File: config.mk
export PLATFORM = sky130hd
export DESIGN_NAME = mem_line_arbiter
export DESIGN_NICKNAME = d
export VERILOG_FILES = /design/src/rtl/mem_line_arbiter.sv
export SDC_FILE = /design/constraint.sdc
export NUM_CORES = 1
export LEC_CHECK = 0
export BUFFER_PORTS_ARGS = -buffer_cell sky130_fd_sc_hd__buf_2
export CORE_MARGIN = 1.5
export CORE_UTILIZATION = 39
export DETAILED_ROUTE_END_ITERATION = 7
export GPL_TIMING_DRIVEN = 1
export SYNTH_ARGS = -nofsm -noshare
export SYNTH_HDL_FRONTEND = slang
export SYNTH_SLANG_ARGS = --single-unit
export TNS_END_PERCENT = 50
File: constraint.sdc
create_clock -name MEM_CLK -period 2.96 [get_ports MEM_CLK]
set_input_delay 0.148 -clock MEM_CLK [delete_from_list [all_inputs] [get_ports MEM_CLK]]
set_output_delay 0.148 -clock MEM_CLK [all_outputs]
set_load 0.02 [all_outputs]
File: src/rtl/mem_line_arbiter.sv
// Line-miss arbiter between I-cache and D-cache: grants one port, models main-memory
// latency, then bursts one line to or from a synchronous word RAM.
module mem_line_arbiter #(
    parameter int DELAY_CYCLES   = 10,
    parameter int WORDS_PER_LINE = 4,
    parameter int ADDR_W         = 16
) (
    input  logic                          MEM_CLK,
    input  logic                          RST,
    input  logic                          ic_req,
    input  logic [ADDR_W-5:0]             ic_addr,
    output logic [32*WORDS_PER_LINE-1:0]  ic_line,
    output logic                          ic_valid,
    input  logic                          dc_req,
    input  logic                          dc_we,
    input  logic [ADDR_W-5:0]             dc_addr,
    input  logic [32*WORDS_PER_LINE-1:0]  dc_wline,
    output logic [32*WORDS_PER_LINE-1:0]  dc_rline,
    output logic                          dc_valid,
    output logic [ADDR_W-3:0]             mm_addr,
    output logic                          mm_we,
    output logic [31:0]                   mm_din,
    input  logic [31:0]                   mm_dout
);
    localparam int LW = (WORDS_PER_LINE > 1) ? $clog2(WORDS_PER_LINE) : 1;
    localparam int BW = LW + 1;
    localparam int CW = (DELAY_CYCLES > 1) ? $clog2(DELAY_CYCLES) : 1;

    typedef enum logic [1:0] {S_IDLE, S_WAIT, S_BURST, S_DONE} state_t;

    state_t                           r_state, w_next;
    logic                             r_port_d, r_we, r_last_d;
    logic [ADDR_W-5:0]                r_addr;
    logic [CW-1:0]                    r_cnt;
    logic [BW-1:0]                    r_beat;
    logic [WORDS_PER_LINE-1:0][31:0]  r_wbuf, r_rbuf, w_fill;
    logic [32*WORDS_PER_LINE-1:0]     r_ic_line, r_dc_rline;
    logic                             w_any, w_grant_d, w_wait_end, w_burst_end;
    logic [LW-1:0]                    w_word, w_cap;

    // On a tie the port that was not served last wins; r_last_d resets to I so D wins first.
    assign w_any       = ic_req | dc_req;
    assign w_grant_d   = dc_req & (~ic_req | ~r_last_d);
    assign w_wait_end  = (r_cnt == CW'(DELAY_CYCLES - 1));
    assign w_burst_end = r_we ? (r_beat == BW'(WORDS_PER_LINE - 1))
                              : (r_beat == BW'(WORDS_PER_LINE));
    assign w_word      = r_beat[LW-1:0];
    // RAM data lags its address by one cycle, so beat k captures word k-1.
    assign w_cap       = w_word - LW'(1);
    assign ic_line     = r_ic_line;
    assign dc_rline    = r_dc_rline;

    always_comb begin
        w_fill = r_rbuf;
        w_fill[WORDS_PER_LINE-1] = mm_dout;
    end

    always_ff @(posedge MEM_CLK) begin
        if (RST) r_state <= S_IDLE;
        else     r_state <= w_next;
    end

    always_comb begin
        w_next = r_state;
        case (r_state)
            S_IDLE:  if (w_any) w_next = (DELAY_CYCLES == 0) ? S_BURST : S_WAIT;
            S_WAIT:  if (w_wait_end) w_next = S_BURST;
            S_BURST: if (w_burst_end) w_next = S_DONE;
            S_DONE:  w_next = S_IDLE;
            default: w_next = S_IDLE;
        endcase
    end

    always_ff @(posedge MEM_CLK) begin
        if (RST) begin
            r_port_d   <= 1'b0;
            r_we       <= 1'b0;
            r_last_d   <= 1'b0;
            r_addr     <= '0;
            r_cnt      <= '0;
            r_beat     <= '0;
            r_wbuf     <= '0;
            r_rbuf     <= '0;
            r_ic_line  <= '0;
            r_dc_rline <= '0;
        end else begin
            case (r_state)
                S_IDLE: if (w_any) begin
                    r_port_d <= w_grant_d;
                    r_we     <= w_grant_d & dc_we;
                    r_addr   <= w_grant_d ? dc_addr : ic_addr;
                    if (w_grant_d & dc_we) r_wbuf <= dc_wline;
                    r_cnt    <= '0;
                    r_beat   <= '0;
                end
                S_WAIT: r_cnt <= r_cnt + CW'(1);
                S_BURST: begin
                    r_beat <= r_beat + BW'(1);
                    if (!r_we && r_beat != '0) r_rbuf[w_cap] <= mm_dout;
                    if (!r_we && w_burst_end) begin
                        if (r_port_d) r_dc_rline <= w_fill;
                        else          r_ic_line  <= w_fill;
                    end
                end
                S_DONE: r_last_d <= r_port_d;
                default: ;
            endcase
        end
    end

    // RST gates the strobes combinationally so an aborted burst stops writing at once.
    always_comb begin
        mm_addr  = '0;
        mm_we    = 1'b0;
        mm_din   = '0;
        ic_valid = 1'b0;
        dc_valid = 1'b0;
        case (r_state)
            S_BURST: begin
                mm_addr = {r_addr, w_word};
                if (r_we) begin
                    mm_we  = ~RST;
                    mm_din = r_wbuf[w_word];
                end
            end
            S_DONE: begin
                ic_valid = ~r_port_d & ~RST;
                dc_valid = r_port_d & ~RST;
            end
            default: ;
        endcase
    end
endmodule

# Word level (Yosys, flattened, before mapping)
# Index checks and enable logic that the tools add are counted.
[classes] reduce_logical=16 order_cmp=3 n_addsub=3 muxes=22 n_eq_ne=9 bitwise_logic=10
[ops] operator="128-bit bitwise mux" count=1
[ops] operator="32-bit 2-to-1 mux" count=4
[ops] operator="32-bit binary-select mux with 2-bit select" count=1
[ops] operator="32-bit demux with 2-bit select" count=1
[ops] operator="14-bit 2-to-1 mux" count=1
[ops] operator="12-bit 2-to-1 mux" count=1
[ops] operator="3-bit AND reduction" count=4
[ops] operator="2-bit case mux with 4 select lines" count=1
[ops] operator="4-bit case mux with 2 select lines" count=1
[ops] operator="2-bit AND reduction" count=4
[ops] operator="2-bit by 3-bit less-than comparator with 1-bit output, second input constant" count=2
[ops] operator="2-bit 2-to-1 mux" count=3
[ops] operator="2-bit inequality test, second input constant" count=3
[ops] operator="3-bit case mux with 2 select lines" count=1
[ops] operator="1-bit 2-to-1 mux" count=5
[ops] operator="4-bit by 1-bit adder with 4-bit output, second input constant" count=1
[ops] operator="1-bit bitwise AND" count=4
[ops] operator="2-bit equality test, second input constant" count=2
[ops] operator="4-bit equality test, second input constant" count=1
[ops] operator="4-bit 2-to-1 mux" count=1
[ops] operator="1-bit inverter" count=4
[ops] operator="2-bit nonzero test" count=2
[ops] operator="3-bit by 1-bit adder with 3-bit output, second input constant" count=1
[ops] operator="3-bit by 2-bit equality test with 1-bit output, second input constant" count=1
[ops] operator="10 further kinds" count=13
[totals] inputBits=189 regBits=536 output_inout_bits=305 wordCells=80

# Longest topological paths before layout
[logic_depth] depth_word=6 depth_mapped=10 ltp_nobuf=6

# Worst setup path after synthesis
# OpenSTA, ideal clock, no wires.
[synth_path] kind="reg2reg" start="register r_beat[1]" end="register r_rbuf[10] (netlist name)" setup_ns=0.070 period_less_slack_ns=2.107 arrival_time_ns=2.037 n_path_buf=4 stages_incl_launch_ff=11 slack_ns=0.853 required_ns=2.890 path_cell_list="dfxtp_1 clkbuf_1 buf_1 inv_1 ha_1 nand2b_1 and3_1 clkbuf_1 buf_2 nand2_1 a21oi_1"
[synth_between] elab_chain_len=6 word_cells_on_any_way=10 cone_classes="add/sub (1); order compare (2); mux (3); reduce/logical (4)"
[synth_rtl] item="start: declaration" line_no="35" rtl="logic [BW-1:0] r_beat;"
[synth_rtl] item="start signal: assignment" line_no="98" rtl="r_beat <= r_beat + BW'(1);"
[synth_rtl] item="2-bit by 1-bit subtractor with 2-bit output" line_no="49" rtl="assign w_cap = w_word - LW'(1);"
[synth_rtl] item="2-bit by 3-bit less-than comparator with 1-bit output (implied by the code) or 2-bit by 1-bit greater-or-equal comparator with 1-bit output (tied branches)" line_no="99" rtl="if (!r_we && r_beat != '0) r_rbuf[w_cap] <= mm_dout;"
[synth_rtl] item="1-bit logical AND (implied by the code)" line_no="99"
[synth_rtl] item="32-bit 2-to-1 mux (implied by the code)" line_no="99"
[synth_rtl] item="32-bit demux with 2-bit select" line_no="99"
[synth_rtl] item="128-bit bitwise mux" line_no="99"
[synth_rtl] item="end signal: indexed assignment" line_no="99"
[synth_rtl] item="end: declaration" line_no="36" rtl="logic [WORDS_PER_LINE-1:0][31:0] r_wbuf, r_rbuf, w_fill;"
# Several ways; a longest one is shown, not always the timed one.
# A chain may end at the register's enable or synchronous reset.

# Final worst setup path
[layout_path] start="register r_beat[0]" end="output mm_din[20]"
[layout_between] elab_chain_len=4
[layout_rtl] item="32-bit binary-select mux with 2-bit select" line_no="123" rtl="mm_din = r_wbuf[w_word];"
[layout_rtl] item="32-bit 2-to-1 mux (implied by the code)" line_no="123"
[layout_rtl] item="32-bit 2-to-1 mux" line_no="121" rtl="if (r_we) begin"
[layout_rtl] item="32-bit 2-to-1 mux" line_no="118" rtl="case (r_state)"
[layout_rtl] item="end: declaration" line_no="22" rtl="output logic [31:0] mm_din,"
# Every way passes these cells. The select of a mux whose other input is x is not followed.

==> run_results.csv <==
group,metric,value,unit
die,io_pins,494,
layout,final_layout_size_suffix_gt1_frac,0.218,
yosys,synth_nets,2523,
run,max_cap_viol_count,0,
worst_setup_path,cp_max_fo,16,
yosys,synth_edf_count,0,
yosys,avgSynthCellArea,8.05,µm²
yosys,synthMuxAreaShare,0.0455,
power_and_ir_drop,power.net_switching,4.07,mW
clock_tree,cts-buffers-inserted,53,
placement,io_buffers,493,
detailed_routing,ant_nets,0,
clock_tree,clk-insertion-delay-late,0.61,ns
outcome,status,"finished clean",
power_and_ir_drop,combPwrFrac,0.128,
yosys,syn-cell-area,18700,µm²
yosys,synth-simple-area-share,0.224,
yosys,synth_area_leader_cell,"dfxtp_1",
power_and_ir_drop,power_density,621,nW/µm²
clock_tree,cts_tree,"built",
grt,antenna_found_initial,3,
timing,fmax,406,MHz
placement,dp_slack,0.494,ns
layout,final_cell_mix,"nand2_1 (962), dfxtp_1 (502), buf_2 (492)",
worst_setup_path,startpoint_type,"flop",
yosys,yosys_warnings,0,
worst_setup_path,reg2reg_depth,7,
clock_tree,cts_setup_buffers,0,
detailed_routing,wirelength,63.3,mm
die,start_util,0.393,
detailed_routing,drc,0,
die,core_area,47500,µm²
timing,skew,0.0328,ns
worst_setup_path,slowest_delay,0.54,ns
detailed_routing,drt_first_pass_iters,5,
die,die_height,222,µm
clock_tree,cts.path.max_buffers,3,
detailed_routing,drt_iter0_drc,1241,
layout,mostFrequentLayoutCell,"nand2_1",
placement,place_hpwl,41.1,mm
clock_tree,htree_levels,2,
yosys,synth-compound-area-share,0.140,
timing,whs,0.0602,ns
yosys,synth_area_leaders,"dfxtp_1 (54%), nand2_1 (19%), a21oi_1 (13%)",
hold_path,min_to,"r_addr[9]$_SDFFE_PP0P_",
timing,slew_violations,0,
placement,place_congestion,0.820,
worst_setup_path,crit_path_top_delay_cell,"mux4_2",
yosys,synth_top_area_frac,0.539,
grt,grt_pass1_vias,17600,
detailed_routing,routedWlPerCell,17.8,µm
yosys,yosysSeqAreaShare,0.539,
yosys,ys_ff_latch,504,
clock_tree,cts-root-buf,"clkbuf_16",
timing,rsz0062_at_grt,"false",
yosys,synthAdderAreaFrac,0.00736,
yosys,synth_xor_xnor_area_share,0.000937,
worst_setup_path,crit_type,"flop to output port",
power_and_ir_drop,leakage,10.1,nW
detailed_routing,via_per_inst,5.09,
timing,worstMarginPinSlew,0.771,ns
grt,grt_start_max_net_pins,151,
die,rows,80,
layout,layout.nets,3107,
timing,tns,0,ns
clock_tree,clkTransAtPathRegs,0.05,ns
die,die-area,49300,µm²
yosys,synth_top_family_by_area,"simple AND/OR/NAND/NOR gates",
timing,fin_crit,2.46,ns
hold_path,hold_class,"primary input to flop",
layout,regArea,10100,µm²
worst_setup_path,ff2ff_setup_slack,0.50,ns
grt,grt_overflow_total,0,
worst_setup_path,r2r-start,"r_state[0]$_SDFFE_PP0P_",
yosys,async_flop_share,0,
power_and_ir_drop,power_frac_seq,0.465,
worst_setup_path,cp-end-kind,"output port",
timing,slew_headroom,0.486,
yosys,netlist_instances,2323,
clock_tree,cts_num_sinks,504,
timing,finalWorstSetupSlack,0.499,ns
die,die_x,222,µm
timing,hold_violations,0,
worst_setup_path,arrival,2.31,ns
power_and_ir_drop,pwr-share-clk,0.407,
power_and_ir_drop,peakVddDrop,0.000476,V
timing,fin_crit_sh,0.831,
layout,fin_util,0.529,
worst_setup_path,worstPathRequired,2.81,ns
hold_path,worstHoldStart,"dc_addr[9]",
hold_path,min_path_cells,3,
detailed_routing,routed-via-count,18100,
layout,multiInputGateArea,7850,µm²
grt,grt_pass1_wl,97.4,mm
worst_setup_path,r2r-end,"ic_line[103]$_SDFFE_PP0P_",
timing,setup_viol,0,
yosys,synth.distinct_cells,36,
power_and_ir_drop,intPower,11.5,mW
layout,fillers,4457,
grt,grt_util_all_layers,0.250,
power_and_ir_drop,switching_share,0.261,
worst_setup_path,critical_path.cell_chain,"buf_4 > mux4_2 > and3_1 > buf_2",
yosys,synth_flop_cell,"dfxtp_1",
layout,area_growth,34.4,%
[critical path, delay by kind of cell, from the launching register on]
family / cells / cell delay, ns
buf+inv: 2 / 0.54
mux: 1 / 0.54
flops: 1 / 0.42
simple gates: 1 / 0.23
[worst max path at each step]
stage          cells after the start                     from  slack (ns)                       end
6_report                           4   r_beat[0]$_SDFFE_PP0P_        0.50                mm_din[20]
3_5_place_dp                       7  r_state[0]$_SDFFE_PP0P_        0.49  ic_line[42]$_SDFFE_PP0P_
2_1_floorplan                     10   r_beat[1]$_SDFFE_PP0P_        0.85   r_rbuf[10]$_SDFFE_PP0P_
3_3_place_gp                       7  r_state[0]$_SDFFE_PP0P_        0.59  ic_line[12]$_SDFFE_PP0P_
5_1_grt                            7  r_state[0]$_SDFFE_PP0P_        0.31  ic_line[42]$_SDFFE_PP0P_
4_1_cts                            4   r_beat[0]$_SDFFE_PP0P_        0.43                mm_din[20]
[timing repair]
| item | 4_1_cts | 5_1_grt |
|---|---|---|
| hold endpoints to repair | 330 | 0 |
| hold buffers | 184 | 0 |
| gates resized for setup | 0 | 0 |
[stage by stage]
step | total power, mW | instances | cell area, µm²
6_report | 15.6 | 3558 | 25100
5_1_grt | 16.3 | 3558 | 25100
4_1_cts | 15.7 | 3557 | 25100
3_5_place_dp | 9.18 | 3283 | 21600
3_3_place_gp | 9.13 | 3283 | 21600
2_1_floorplan | 8.55 | 2323 | 18700
[logic make-up after synthesis]
| logic type | after synthesis |
|---|---|
| multiplexers | 45 |
| buffers and inverters | 189 |
| flip-flops | 504 |
| AND/OR/NAND/NOR | 1060 |
| AO/OA/AOI/OAI | 512 |
| XOR/XNOR | 2 |
| adder cells (fa/ha/maj) | 11 |
[metal layers]
| layer | vias to the layer above | routed length (µm) | global-route usage |
|---|---|---|---|
| met5 | - | 26 | 0 |
| met4 | 4 | 2670 | 0.113 |
| met1 | 8566 | 25200 | 0.292 |
| li1 | 8754 | - | - |
| met2 | 632 | 31300 | 0.440 |
| met3 | 148 | 4090 | 0.0530 |
[registers in the layout, indices dropped and copies added (netlist names)]
signal,cells
r_port_d,1
r_wbuf,128
r_beat,3
r_rbuf,96
r_last_d,1
r_cnt,4
r_state,2
ic_line,128
r_addr,12
dc_rline,128
r_we,1
[cell type report]
cell class | count | area share
Multi-Input combinational cell | 1630 | 0.312
Inverter | 6 | 0.000896
Clock buffer | 80 | 0.0608
Sequential cell | 504 | 0.402
Antenna cell | 1 | 0.0000996
Tap cell | 615 | 0.0306
Timing Repair Buffer | 712 | 0.189
Clock inverter | 10 | 0.00438
[synthesized netlist by cell type, drive strengths merged (6+ instances only)]
library cell	number
inv	6
mux4	32
ha	11
and2	14
mux2i	13
dfxtp	504
clkbuf	108
buf	75
a21oi	486
nor2	20
nand2	962
a211oi	12
o21ai	8
and3	40
[power by group through the flow]
| stage | clock [mW] | sequential [mW] | combinational (mW) |
|---|---|---|---|
| final | 6.35 | 7.25 | 1.99 |
| after global routing | 6.77 | 7.28 | 2.20 |
| after CTS | 6.50 | 7.25 | 1.98 |
| after global placement | 0 | 7.38 | 1.75 |
| after floorplan | 0 | 7.33 | 1.21 |
| after detailed placement | 0 | 7.40 | 1.78 |
Power figures use the tool's default switching activity.
